[src/rtl/calc_seq.sv]
// ---------------------------------------------------------------------------
// calc_seq
// Keypad-driven calculator sequencer. Assembles packed-BCD operands from key
// strobes, hands complete operations to an external BCD ALU with a
// start/done handshake, and drives the display with the current operand,
// the last result, or an error pattern. Supports operator chaining,
// repeat-equals, a per-operand digit limit and a sticky error state.
//
// Parameters:
//   DIGITS   - BCD digits per operand/result/display (W = 4*DIGITS)
//   ERR_CODE - display pattern shown while in the error state
//   TIMEOUT  - ALU watchdog limit in cycles (optional feature only)
//
// Optional feature macro: CALC_SEQ_TIMEOUT_EN
//   Defined   : a watchdog in WAIT_ALU forces ERROR after TIMEOUT cycles
//               without ALUdone; the late ALUdone is drained.
//   Undefined : WAIT_ALU waits indefinitely.
//
// Ports:
//   clk        in   system clock, rising edge
//   rst_n      in   asynchronous active-low reset
//   kbEN       in   key strobe (level); one event per 0->1 edge
//   pressedkey in   key code: 0-9 digit, A '=', B AC, C +, D -, E *, F /
//   ALUNum1    out  operand A, packed BCD
//   ALUNum2    out  operand B, packed BCD
//   ALUOp      out  operator key code
//   ALUstart   out  one-cycle request pulse
//   ALUdone    in   one-cycle completion pulse
//   ALUres     in   result, valid with ALUdone
//   ALUerr     in   overflow / divide-by-zero flag, valid with ALUdone
//   Display    out  packed BCD display value
//   busy       out  high while an ALU operation (or a drained one) is open
//   err        out  high in the error state
// ---------------------------------------------------------------------------
module calc_seq #(
    parameter int                  DIGITS   = 4,
    parameter logic [4*DIGITS-1:0] ERR_CODE = {DIGITS{4'hE}},
    parameter int                  TIMEOUT  = 64
) (
    input  logic                clk,
    input  logic                rst_n,
    input  logic                kbEN,
    input  logic [3:0]          pressedkey,
    output logic [4*DIGITS-1:0] ALUNum1,
    output logic [4*DIGITS-1:0] ALUNum2,
    output logic [3:0]          ALUOp,
    output logic                ALUstart,
    input  logic                ALUdone,
    input  logic [4*DIGITS-1:0] ALUres,
    input  logic                ALUerr,
    output logic [4*DIGITS-1:0] Display,
    output logic                busy,
    output logic                err
);

    localparam int W  = 4 * DIGITS;
    localparam int CW = $clog2(DIGITS + 1);

    localparam logic [3:0] KEY_EQ   = 4'b1010;
    localparam logic [3:0] KEY_AC   = 4'b1011;
    localparam logic [3:0] KEY_PLUS = 4'b1100;

    typedef enum logic [2:0] {
        ENTRY_A,
        ENTRY_B,
        WAIT_ALU,
        RESULT,
        ERROR
    } state_t;

    // Elaboration-time sanity check on the configuration.
    if (DIGITS < 1 || TIMEOUT < 1) begin : gParamCheck
        $error("calc_seq: DIGITS and TIMEOUT must be positive");
    end

    logic          kbEN_q;
    logic          evt_q;
    logic [3:0]    key_q;
    state_t        state_q;
    logic [W-1:0]  opA_q;
    logic [W-1:0]  opB_q;
    logic [3:0]    op_q;
    logic [3:0]    pend_q;
    logic          pendValid_q;
    logic [CW-1:0] count_q;
    logic [W-1:0]  display_q;
    logic [W-1:0]  aluNum1_q;
    logic [W-1:0]  aluNum2_q;
    logic [3:0]    aluOp_q;
    logic          aluStart_q;
    logic          drain_q;

    logic [W-1:0]  opAShift_d;
    logic [W-1:0]  opBShift_d;
    logic [CW-1:0] countInc_d;
    logic          isDigit;
    logic          isOp;
    logic          isEq;
    logic          countOk;
    logic          acEvt;
    logic          keyEvt;

    // Key strobe edge detector. The event and its key code are registered
    // so that the state machine sees a clean, single-cycle key event.
    always_ff @(posedge clk or negedge rst_n) begin
        if (!rst_n) begin
            kbEN_q <= 1'b0;
            evt_q  <= 1'b0;
            key_q  <= 4'h0;
        end else begin
            kbEN_q <= kbEN;
            evt_q  <= kbEN & ~kbEN_q;
            key_q  <= pressedkey;
        end
    end

    // Keeping only the low W bits of {operand, digit} shifts the new digit
    // in at the least significant position and drops the top digit.
    assign opAShift_d = W'({opA_q, key_q});
    assign opBShift_d = W'({opB_q, key_q});
    assign countInc_d = count_q + CW'(1);

    assign isDigit = (key_q <= 4'd9);
    assign isOp    = (key_q[3:2] == 2'b11);
    assign isEq    = (key_q == KEY_EQ);
    assign countOk = (count_q < CW'(DIGITS));

    // AC is honoured even while draining; everything else is dropped until
    // the orphaned ALU completion has been absorbed.
    assign acEvt  = evt_q & (key_q == KEY_AC);
    assign keyEvt = evt_q & ~drain_q;

`ifdef CALC_SEQ_TIMEOUT_EN
    localparam int TW = $clog2(TIMEOUT + 1);
    logic [TW-1:0] timer_q;

    // Watchdog: held at zero outside WAIT_ALU, so it restarts on every entry.
    always_ff @(posedge clk or negedge rst_n) begin
        if (!rst_n) begin
            timer_q <= '0;
        end else if (state_q != WAIT_ALU) begin
            timer_q <= '0;
        end else begin
            timer_q <= timer_q + TW'(1);
        end
    end
`endif

    // Main sequencer. AC takes priority over everything, including an
    // ALUdone in the same cycle, in which case no drain is required.
    always_ff @(posedge clk or negedge rst_n) begin
        if (!rst_n) begin
            state_q     <= ENTRY_A;
            opA_q       <= '0;
            opB_q       <= '0;
            op_q        <= KEY_PLUS;
            pend_q      <= KEY_PLUS;
            pendValid_q <= 1'b0;
            count_q     <= '0;
            display_q   <= '0;
            aluNum1_q   <= '0;
            aluNum2_q   <= '0;
            aluOp_q     <= 4'h0;
            aluStart_q  <= 1'b0;
            drain_q     <= 1'b0;
        end else begin
            aluStart_q <= 1'b0;
            if (drain_q && ALUdone) begin
                drain_q <= 1'b0;
            end
            if (acEvt) begin
                state_q     <= ENTRY_A;
                opA_q       <= '0;
                opB_q       <= '0;
                op_q        <= KEY_PLUS;
                pend_q      <= KEY_PLUS;
                pendValid_q <= 1'b0;
                count_q     <= '0;
                display_q   <= '0;
                aluNum1_q   <= '0;
                aluNum2_q   <= '0;
                aluOp_q     <= 4'h0;
                drain_q     <= (state_q == WAIT_ALU || drain_q) && !ALUdone;
            end else begin
                case (state_q)
                    ENTRY_A: begin
                        if (keyEvt && isDigit && countOk) begin
                            opA_q     <= opAShift_d;
                            count_q   <= countInc_d;
                            display_q <= opAShift_d;
                        end else if (keyEvt && isOp) begin
                            op_q    <= key_q;
                            opB_q   <= '0;
                            count_q <= '0;
                            state_q <= ENTRY_B;
                        end
                    end
                    ENTRY_B: begin
                        if (keyEvt && isDigit && countOk) begin
                            opB_q     <= opBShift_d;
                            count_q   <= countInc_d;
                            display_q <= opBShift_d;
                        end else if (keyEvt && isOp && count_q == '0) begin
                            op_q <= key_q;
                        end else if (keyEvt && (isOp || isEq) && count_q != '0) begin
                            // An operator here both issues the pending
                            // operation and remembers itself for the next one.
                            aluNum1_q   <= opA_q;
                            aluNum2_q   <= opB_q;
                            aluOp_q     <= op_q;
                            aluStart_q  <= 1'b1;
                            pend_q      <= key_q;
                            pendValid_q <= isOp;
                            state_q     <= WAIT_ALU;
                        end
                    end
                    WAIT_ALU: begin
                        if (ALUdone && ALUerr) begin
                            display_q   <= ERR_CODE;
                            pendValid_q <= 1'b0;
                            state_q     <= ERROR;
                        end else if (ALUdone) begin
                            opA_q     <= ALUres;
                            display_q <= ALUres;
                            if (pendValid_q) begin
                                op_q        <= pend_q;
                                opB_q       <= '0;
                                count_q     <= '0;
                                pendValid_q <= 1'b0;
                                state_q     <= ENTRY_B;
                            end else begin
                                state_q <= RESULT;
                            end
                        end
`ifdef CALC_SEQ_TIMEOUT_EN
                        else if (timer_q == TW'(TIMEOUT - 1)) begin
                            display_q   <= ERR_CODE;
                            pendValid_q <= 1'b0;
                            drain_q     <= 1'b1;
                            state_q     <= ERROR;
                        end
`endif
                    end
                    RESULT: begin
                        if (keyEvt && isDigit) begin
                            opA_q     <= W'(key_q);
                            count_q   <= CW'(1);
                            display_q <= W'(key_q);
                            state_q   <= ENTRY_A;
                        end else if (keyEvt && isOp) begin
                            op_q    <= key_q;
                            opB_q   <= '0;
                            count_q <= '0;
                            state_q <= ENTRY_B;
                        end else if (keyEvt && isEq) begin
                            // Repeat-equals: reuse the last operator and opB.
                            aluNum1_q   <= opA_q;
                            aluNum2_q   <= opB_q;
                            aluOp_q     <= op_q;
                            aluStart_q  <= 1'b1;
                            pendValid_q <= 1'b0;
                            state_q     <= WAIT_ALU;
                        end
                    end
                    ERROR: begin
                    end
                    default: begin
                        state_q <= ENTRY_A;
                    end
                endcase
            end
        end
    end

    assign ALUNum1  = aluNum1_q;
    assign ALUNum2  = aluNum2_q;
    assign ALUOp    = aluOp_q;
    assign ALUstart = aluStart_q;
    assign Display  = display_q;
    assign busy     = (state_q == WAIT_ALU) | drain_q;
    assign err      = (state_q == ERROR);

endmodule

[config.mk]
export PLATFORM = sky130hd
export DESIGN_NAME = calc_seq
export DESIGN_NICKNAME = d
export VERILOG_FILES = /design/src/rtl/calc_seq.sv
export SDC_FILE = /design/constraint.sdc
export NUM_CORES = 1
export LEC_CHECK = 0
export BUFFER_PORTS_ARGS = -buffer_cell sky130_fd_sc_hd__buf_2
export CAP_MARGIN = 25
export CORE_MARGIN = 3
export CORE_UTILIZATION = 61
export DETAILED_ROUTE_END_ITERATION = 8
export PLACE_DENSITY = 0.94
export SLEW_MARGIN = 15
export SYNTH_ARGS = -nofsm -noshare
export SYNTH_HDL_FRONTEND = slang
export SYNTH_SLANG_ARGS = --single-unit
[constraint.sdc]
create_clock -name clk -period 5 [get_ports clk]
set_input_delay 0.5 -clock clk [delete_from_list [all_inputs] [get_ports clk]]
set_output_delay 0.5 -clock clk [all_outputs]
set_load 0.02 [all_outputs]
# ---- After elaboration in Yosys (flattened, before gate mapping)
# Index checks and enable logic that the tools add are counted.
dict set report word_totals {
  regBits 107
  input_bits 25
  out_inout_bits 55
  word_cells 183
}
dict set report op_classes {
  n_addsub 1
  order_cmp 2
  eq_ne 27
  n_mux 99
  bitwise 6
  n_reduce_logical 32
}
# op count
set ops {}
lappend ops {{$mux W16} 29}
lappend ops {{$pmux W16 S4} 2}
lappend ops {{$mux W4} 21}
lappend ops {{$pmux W16 S2} 2}
lappend ops {{$mux W3} 19}
lappend ops {{$pmux W16 S3} 1}
lappend ops {{$ne A3 B3 Y1 const B} 15}
lappend ops {{$reduce_and A8 Y1} 3}
lappend ops {{$mux W1} 18}
lappend ops {{$pmux W4 S4} 1}
lappend ops {{$pmux W3 S5} 1}
lappend ops {{$reduce_and A5 Y1} 3}
lappend ops {{$reduce_and A7 Y1} 2}
lappend ops {{$pmux W3 S4} 1}
lappend ops {{$logic_and A1 B1 Y1} 10}
lappend ops {{$eq A4 B4 Y1 const B} 2}
lappend ops {{$pmux W4 S2} 1}
lappend ops {{$reduce_bool A4 Y1} 2}
lappend ops {{$eq A3 B2 Y1 const B} 2}
lappend ops {{$logic_not A3 Y1} 2}
lappend ops {{$reduce_bool A2 Y1} 3}
lappend ops {{$reduce_bool A3 Y1} 2}
lappend ops {{$ne A5 B5 Y1 const B} 1}
lappend ops {{$reduce_bool A5 Y1} 1}
lappend ops {{18 further kinds} 23}

# ---- Logic depth before layout (Yosys ltp)
# Gate-level depths: netlist of run 1.
dict set report depth {
  depth_word 9
  mapped_depth 8
  mapped_depth_nobuf 6
}

# ---- Least setup slack after synthesis of run 1
# No wires, ideal clock.
dict set report synth_timing {
  path_type {reg-to-output}
  start {register state_q[0]}
  end {output port busy}
  arrival_ns 1.589
  path_slack_ns 2.911
  stages_incl_launch_ff 6
  n_path_buf 3
  cell_sequence {dfrtp_1 buf_2 nor3b_1 clkbuf_1 clkbuf_1 or2_2}
}
dict set report synth_between {
  elab_chain_cells 2
}
# element line_no
set synth_rtl {}
lappend synth_rtl {{from (decl)} 79} ;# state_t state_q;
lappend synth_rtl {{from (signal assigned)} 153} ;# state_q <= ENTRY_A;
lappend synth_rtl {{from (signal assigned)} 172} ;# state_q <= ENTRY_A;
lappend synth_rtl {{from (signal assigned)} 195} ;# state_q <= ENTRY_B;
lappend synth_rtl {{$eq A3 B2 Y1} 280} ;# assign busy = (state_q == WAIT_ALU) | drain_q;
lappend synth_rtl {{$or A1 B1 Y1} 280}
lappend synth_rtl {{to (decl)} 52} ;# output logic busy,
# Every way passes these cells.

# ---- Worst setup path after layout of run 1
dict set report layout_timing {
  start {register state_q[1]}
  end {register opA_q[8]}
}
dict set report layout_between {
  elab_chain_cells 3
}
# element line_no
set layout_rtl {}
lappend layout_rtl {{$eq A3 B2 Y1 / $logic_not A3 Y1 (equally long branches)} 185} ;# case (state_q)
lappend layout_rtl {{$ne A3 B3 Y1 (no source line) (tied with other cells)} n/a}
lappend layout_rtl {{$reduce_and A5 Y1 (no source line) / $mux W16 (equally long branches)} n/a}
lappend layout_rtl {{to (signal assigned)} 188} ;# opA_q <= opAShift_d;
lappend layout_rtl {{to (signal assigned)} 223} ;# opA_q <= ALUres;
lappend layout_rtl {{to (signal assigned)} 246} ;# opA_q <= W'(key_q);
lappend layout_rtl {{to (decl)} 80} ;# logic [W-1:0] opA_q;
# Several ways; a longest one is shown, not always the timed one.
# A chain may end at the register's enable or synchronous reset.

==> impl_results.md, run 1 <==
- Vias/cell: 6.59
- Clock sink count: ~110
- Max Freq: 0.319 GHz
- Fin area: approximately 6300 um2
- Synth Flop Type: dfrtp_1
- N_diodes: 0
- Post-CTS Setup Inserts: 0
- Post-synth EDFFs: 0
- Net Count, Synth: 601
- Drt pass-1 iters: 5
- Cell count after synthesis: between 500 and 600
- Commonest non-fill, non-tap cells in the layout: dfrtp_1 (103), nand2_1 (84), buf_2 (78)
- Leak: 3.11 nW
- Wirelength per Cell: between 20 and 25 um
- CP Launch Type: register
- Mean Syn Cell Area: between 9 and 10 um2
- Largest net degree at the start of global routing: 63
- GRT overflow: 0
- Initial DRC count: 490
- Hold WS: 0.185 ns
- Worst skew pair latency: 0.40 ns
- Seq cells post-synth: around 110
- Non-Filler Instances: 734
- Total core area: 8890 um2
- GP Congestion: 0.899
- Crit end category: register
- Placed cell count: between 700 and 800
- Vias in the first global route: roughly 4600
- Mux contribution to synthesized area: 11.9%
- Chip height: 103 um
- Via count: 4835
- Final period util: 62.7%
- Pre-CTS setup slack: 1.89 ns
- Std cell rows: 34
- Final HPWL from detailed placement: 10.4 mm
- Final Hold Viols: 0
- I/O pin count: 80
- Num CTS Buffers: 9
- TNS Setup: 0 ns
- Fraction of registers with async set/reset: 100%
- GRT busiest layer: met1
- Hold Buf Count CTS: 0
- Final Slew Violations: 0
- Die area: around 11000 um2
- DIE WIDTH: 103 um
- Routed WL: 15.2 mm
- Worst-path maximum fanout: 29
- Tmin final: 3.13 ns
- Post-synth cell types: 64
- Clock transition at path regs: ~0.14 ns
- M1 GR Usage: 45.2%
- Setup Viol. Count Final: 0
- VDD IR max: just over 0.0003 V
- Initial antenna violation count: 0
- RSZ-0062 raised after global routing: no
- Crit path DAT: roughly 3.4 ns
- Area growth, synth to finish: 10.2%
- Layout cells sized above 1: 20.0%
- Setup Skew: approximately 0.028 ns
- Final WS setup: 1.87 ns
- Status: finished, final reports clean
- Max-cap check violation count: 0
- Met3 Usage GRT: 5.89%
- Xor-xnor portion of the synthesized cell area: 0.153%
- Area of the mapped netlist: 5710 um2
- CTS tree: yes
- First-pass GRT wire length: 24.4 mm
- Largest family of logic cells by synthesized area: compound AO/OA/AOI/OAI gates
- Hold WC Path Type: in -> async
- Seq/Total Area, Yosys: between 40% and 50%
- Slew headroom: 35.1%
- Power per cell area: 613 nW/um2
- # port buffers: between 70 and 80
- Pin slew with the least headroom to its limit: 0.971 ns
- Starting Density: between 60 and 70%
- Worst path required time: roughly 5.3 ns
- Compound-gate portion of the synthesized area: 20.6%
- Antenna viol nets, final: 0
- Adder-Cell Fraction of Synth Area: less than 1%
- CTS resizes: 0
- M2 GR Usage: around 44%
- Total Routing Usage GR: 29.8%
- Nets@finish: 648
- Clock buffer depth: 2
- H-tree Lvls: 3
- Simple-Gate Fraction of Synth Area: 12.2%
- Root Driver: clkbuf_8
- Residual DRC: 0
- Synth Warn #: 0
- Most common cell after layout, fill and taps aside: dfrtp_1
- DP Area: roughly 6000 um2
- CP Class: reg -> reg
sequential cells by signal, summed over array words and instances (netlist names):
register,cells
state_q,3
ALUOp,4
kbEN_q,1
drain_q,1
ALUNum1,16
pend_q,4
op_q,4
Display,16
ALUNum2,16
count_q,3
key_q,4
ALUstart,1
evt_q,1
opA_q,16
opB_q,16
pendValid_q,1
cell usage after synthesis, drive strengths merged (7+ instances only):
cell type / instances / share of area [%]
a211oi: 37 / 5.2
o221ai: 11 / 1.7
a2111o: 14 / 2.8
nand2b: 7 / 0.77
nand2: 85 / 5.6
a22o: 12 / 1.8
o21ai: 18 / 1.6
nor2: 12 / 0.79
dfrtp: 103 / 45
a21oi: 23 / 2.0
mux2i: 61 / 11
nor2b: 9 / 0.99
buf: 23 / 2.8
clkbuf: 30 / 2.0
inv: 46 / 3.0
final timing paths:
path	cells past startpoint	end	slack, ns	from
setup / recovery	4	opA_q[8]	1.87	state_q[1]
setup reg to reg	4	opA_q[8]	1.87	state_q[1]
min in group clk	1	key_q[2]	0.21	pressedkey[2]
hold reg to reg	1	evt_q	0.41	kbEN_q
hold / removal	1	ALUNum1[7]	0.18	rst_n
max in group asynchronous	2	ALUNum2[3]	3.71	rst_n
cells by family (layout without fill, tap and decap cells):
| family | after synthesis | in the layout |
|---|---|---|
| xor gates and xnor gates | 1 | 1 |
| DFF | 107 | 107 |
| adders and majority gates | 2 | 2 |
| buffers and inverters | 99 | 151 |
| and+or+nand+nor | 146 | 146 |
| AOI/OAI and AO/OA | 152 | 152 |
| muxes | 67 | 67 |
metal layers:
layer,routed length [um],share of wire [%]
met4,173,1.1
met3,1360,9.0
met1,6630,44
met5,0,0
met2,6990,46
critical path: stages (launching register included):
cell	delay, ns
dfrtp_1	0.97
inv_1	0.59
or3_1	0.78
a21o_4	0.38
a211oi_1	0.30
report_power, final:
part	leakage, nW	switching (mW)	internal, mW
sequential	1.37	0.283	1.23
combinational	1.64	1.09	0.684
clock	0.107	0.363	0.209
total	3.11	1.74	2.12
area by class of cell:
type,instances,area [um2]
Clock buffer,9,124
Timing Repair Buffer,89,489
Tap cell,108,135
Sequential cell,107,2680
Fill cell,673,2590
Clock inverter,7,91.3
Multi-Input combinational cell,368,2600
Inverter,46,173
metrics by stage:
| stage | power, mW | util [%] |
|---|---|---|
| 3_3_place_gp | 3.16 | 67.8 |
| 6_report | 3.86 | 70.8 |
| 2_1_floorplan | 2.71 | - |
| 3_5_place_dp | 3.25 | 67.8 |
| 5_1_grt | 4.09 | 70.8 |
| 4_1_cts | 3.81 | 70.2 |
Power figures use the tool's default switching activity.
==> run 2, diff against run 1 <==
--- a/config.mk
+++ b/config.mk
@@ -8,9 +8,9 @@
 export BUFFER_PORTS_ARGS = -buffer_cell sky130_fd_sc_hd__buf_2
 export CAP_MARGIN = 25
 export CORE_MARGIN = 3
-export CORE_UTILIZATION = 61
+export CORE_UTILIZATION = 58
 export DETAILED_ROUTE_END_ITERATION = 8
-export PLACE_DENSITY = 0.94
+export PLACE_DENSITY = 0.91
 export SLEW_MARGIN = 15
 export SYNTH_ARGS = -nofsm -noshare
 export SYNTH_HDL_FRONTEND = slang
==> constraint.sdc (replaced) <==
create_clock -name clk -period 3.2 [get_ports clk]
set_input_delay 0.32 -clock clk [delete_from_list [all_inputs] [get_ports clk]]
set_output_delay 0.32 -clock clk [all_outputs]
set_load 0.02 [all_outputs]
==> run 2 against run 1 <==
The flow now finishes with violations (negative hold slack). Critical path depth is the same. Clock skew fell by 0.0032 ns. Via count rose by 1.3%. Routed wire length grew 3.2%. Sequential share of layout area shrank 0.44 points. Clock power grew 53%. Sequential power increased by 58%. Register-to-register slack got worse by 1.2 ns. Non-clock buffer count is 7 higher. Critical path type is now reg -> out. Critical endpoint is now err. Largest power group unchanged. Highest routed layer unchanged.
==> impl_results.md, run 2 (same netlist as run 1, synthesis figures left out) <==
- Std cell rows: 35 (+2.9%)
- Vias/cell: 6.43 (-2.5%)
- Starting Density: 60.7% (-3.6 points)
- DIE WIDTH: 105 um (+2.4%)
- Antenna viol nets, final: 0 (unchanged)
- Nets@finish: 655 (+1.1%)
- CP Class: reg -> out
- Status: complete, but fails checks
- Reg2Reg Setup Slack: 0.68 ns (-1.19 ns)
- Reg2Reg Launch Point: state_q[0]
- Clock transition at path regs: 0.13 ns (about the same)
- Clock buffer depth: 2 (unchanged)
- Multi-input logic area: 2600 um2 (-0.19%)
- Post-CTS Setup Inserts: 0 (unchanged)
- Worst reg2reg path depth: 4 (unchanged)
- Initial antenna violation count: 0 (unchanged)
- Setup Viol. Count Final: 0 (unchanged)
- Comb pwr share: 46.2% (+0.2 points)
- Die area: 11100 um2 (+4.9%)
- Layout cells sized above 1: 20.9% (+0.89 points)
- Clock power share: 14.5% (-0.3 points)
- GRT overflow: 0 (unchanged)
- CTS tree: yes
- Setup Skew: 0.0247 ns (-0.00322 ns)
- Final Slew Violations: 0 (unchanged)
- Vias in the first global route: 4748 (+2.4%)
- First-pass GRT wire length: 25.2 mm (+3.2%)
- Leak: 3.14 nW (+0.94%)
- Sw Share: 45.0% (about the same)
- Worst-path maximum fanout: 53 (+83%)
- Via count: 4896 (+1.3%)
- Commonest non-fill, non-tap cells in the layout: dfrtp_1 (103), nand2_1 (84), buf_2 (78)
- Hold WC Path Type: in -> async
- Fin area: 6360 um2 (+1.0%)
- Slew headroom: 34.7% (-0.36 points)
- Drt pass-1 iters: 5 (unchanged)
- Wirelength per Cell: 20.5 um (-0.57%)
- Most common cell after layout, fill and taps aside: dfrtp_1
- Root Driver: clkbuf_8
- Crit path DAT: 2.43 ns (-0.98 ns)
- # port buffers: 79 (unchanged)
- Reg power frac: 39.4% (+0.2 points)
- VDD IR max: 0.000435 V (+40%)
- Final HPWL from detailed placement: 10.8 mm (+4.3%)
- Largest net degree at the start of global routing: 58 (-7.9%)
- Initial DRC count: 429 (-12%)
- Worst path required time: 2.88 ns (-2.40 ns)
- Worst skew pair latency: 0.39 ns (about the same)
- Residual DRC: 0 (unchanged)
- N_diodes: 0 (unchanged)
- Hold WS: -0.0490 ns (-0.234 ns)
- TNS Setup: 0 ns (unchanged)
- Worst r2r dst: opA_q[12]
- H-tree Lvls: 3 (unchanged)
- Register Area: 2680 um2 (unchanged)
- Int Pwr: 3.34 mW (+57%)
- GP Congestion: 0.896 (-0.38%)
- Max-cap check violation count: 0 (unchanged)
- DP Area: 6120 um2 (+1.6%)
- P_sw: 2.73 mW (+57%)
- I/O pin count: 80 (unchanged)
- CP Launch Type: register
- Pin slew with the least headroom to its limit: 0.978 ns (+0.00670 ns)
- RSZ-0062 raised after global routing: no
- Crit end category: primary output
- Final period util: 86.0%
- Fillers: 730 (+8.5%)
- CTS resizes: 0 (unchanged)
- Max Freq: 0.363 GHz
- Total core area: 9420 um2 (+5.9%)
- Num CTS Buffers: 9 (unchanged)
- Total Routing Usage GR: 28.6% (-1.2 points)
- Routed WL: 15.6 mm (+3.2%)
- Power per cell area: 954 nW/um2 (+56%)
- Clock sink count: 107 (unchanged)
- Area growth, synth to finish: 11.4%
- Violations in the final reports: negative hold slack
- Chip height: 105 um (+2.4%)
- Tmin final: 2.75 ns
- Final Hold Viols: 27 (+27)
- Hold Buf Count CTS: 0 (unchanged)
-- run 2: stage by stage --
step,utilization (%),worst slack (ns),std cells,power [mW]
final,67.6,0.448,762,6.07
after global routing,67.6,0.391,762,6.43
after CTS,67.3,0.518,760,6.01
after detailed placement,65.0,0.803,744,5.13
after global placement,65.0,0.815,744,5.01
after floorplan,-,1.29,574,4.23
-- run 2: area by class of cell --
type                    instances  area share (%)
clock buffers                   9            1.95
well taps                     129            2.54
clock inverters                 7            1.44
multi-input cells             368            40.8
repair buffers                 96            8.38
inverters                      46            2.71
flip-flops and latches        107            42.2
-- run 2: metal layers --
| layer | vias to the layer above | track usage (%) | wire length, um |
|---|---|---|---|
| met3 | 44 | 5.82 | 1500 |
| met4 | 0 | 10.4 | 414 |
| met5 | - | 0 | 0 |
| li1 | 2176 | - | - |
| met2 | 312 | 43.1 | 7120 |
| met1 | 2364 | 41.1 | 6610 |
-- run 2: worst max-delay path by stage --
stage	from	end	slack, ns	cells after the start
floorplan	key_q[1]	Display[8]	1.29	7
global placement	state_q[0]	opA_q[14]	0.82	4
detailed placement	state_q[0]	opA_q[12]	0.80	4
CTS	state_q[2]	err	0.52	4
global route	state_q[2]	err	0.39	4
finish	state_q[2]	err	0.45	4
-- run 2: critical path, stage by stage, from the launching register on --
cell,delay [ns]
dfrtp_1,0.58
buf_4,0.52
inv_1,0.31
nor3_1,0.38
buf_2,0.23
-- run 2: power groups by stage --
stage          clock (mW)  sequential, mW  combinational [mW]
3_3_place_gp            0            2.35                2.66
3_5_place_dp            0            2.39                2.74
2_1_floorplan           0            2.57                1.66
6_report            0.877            2.39                2.80
5_1_grt             0.936            2.45                3.04
4_1_cts             0.874            2.37                2.76
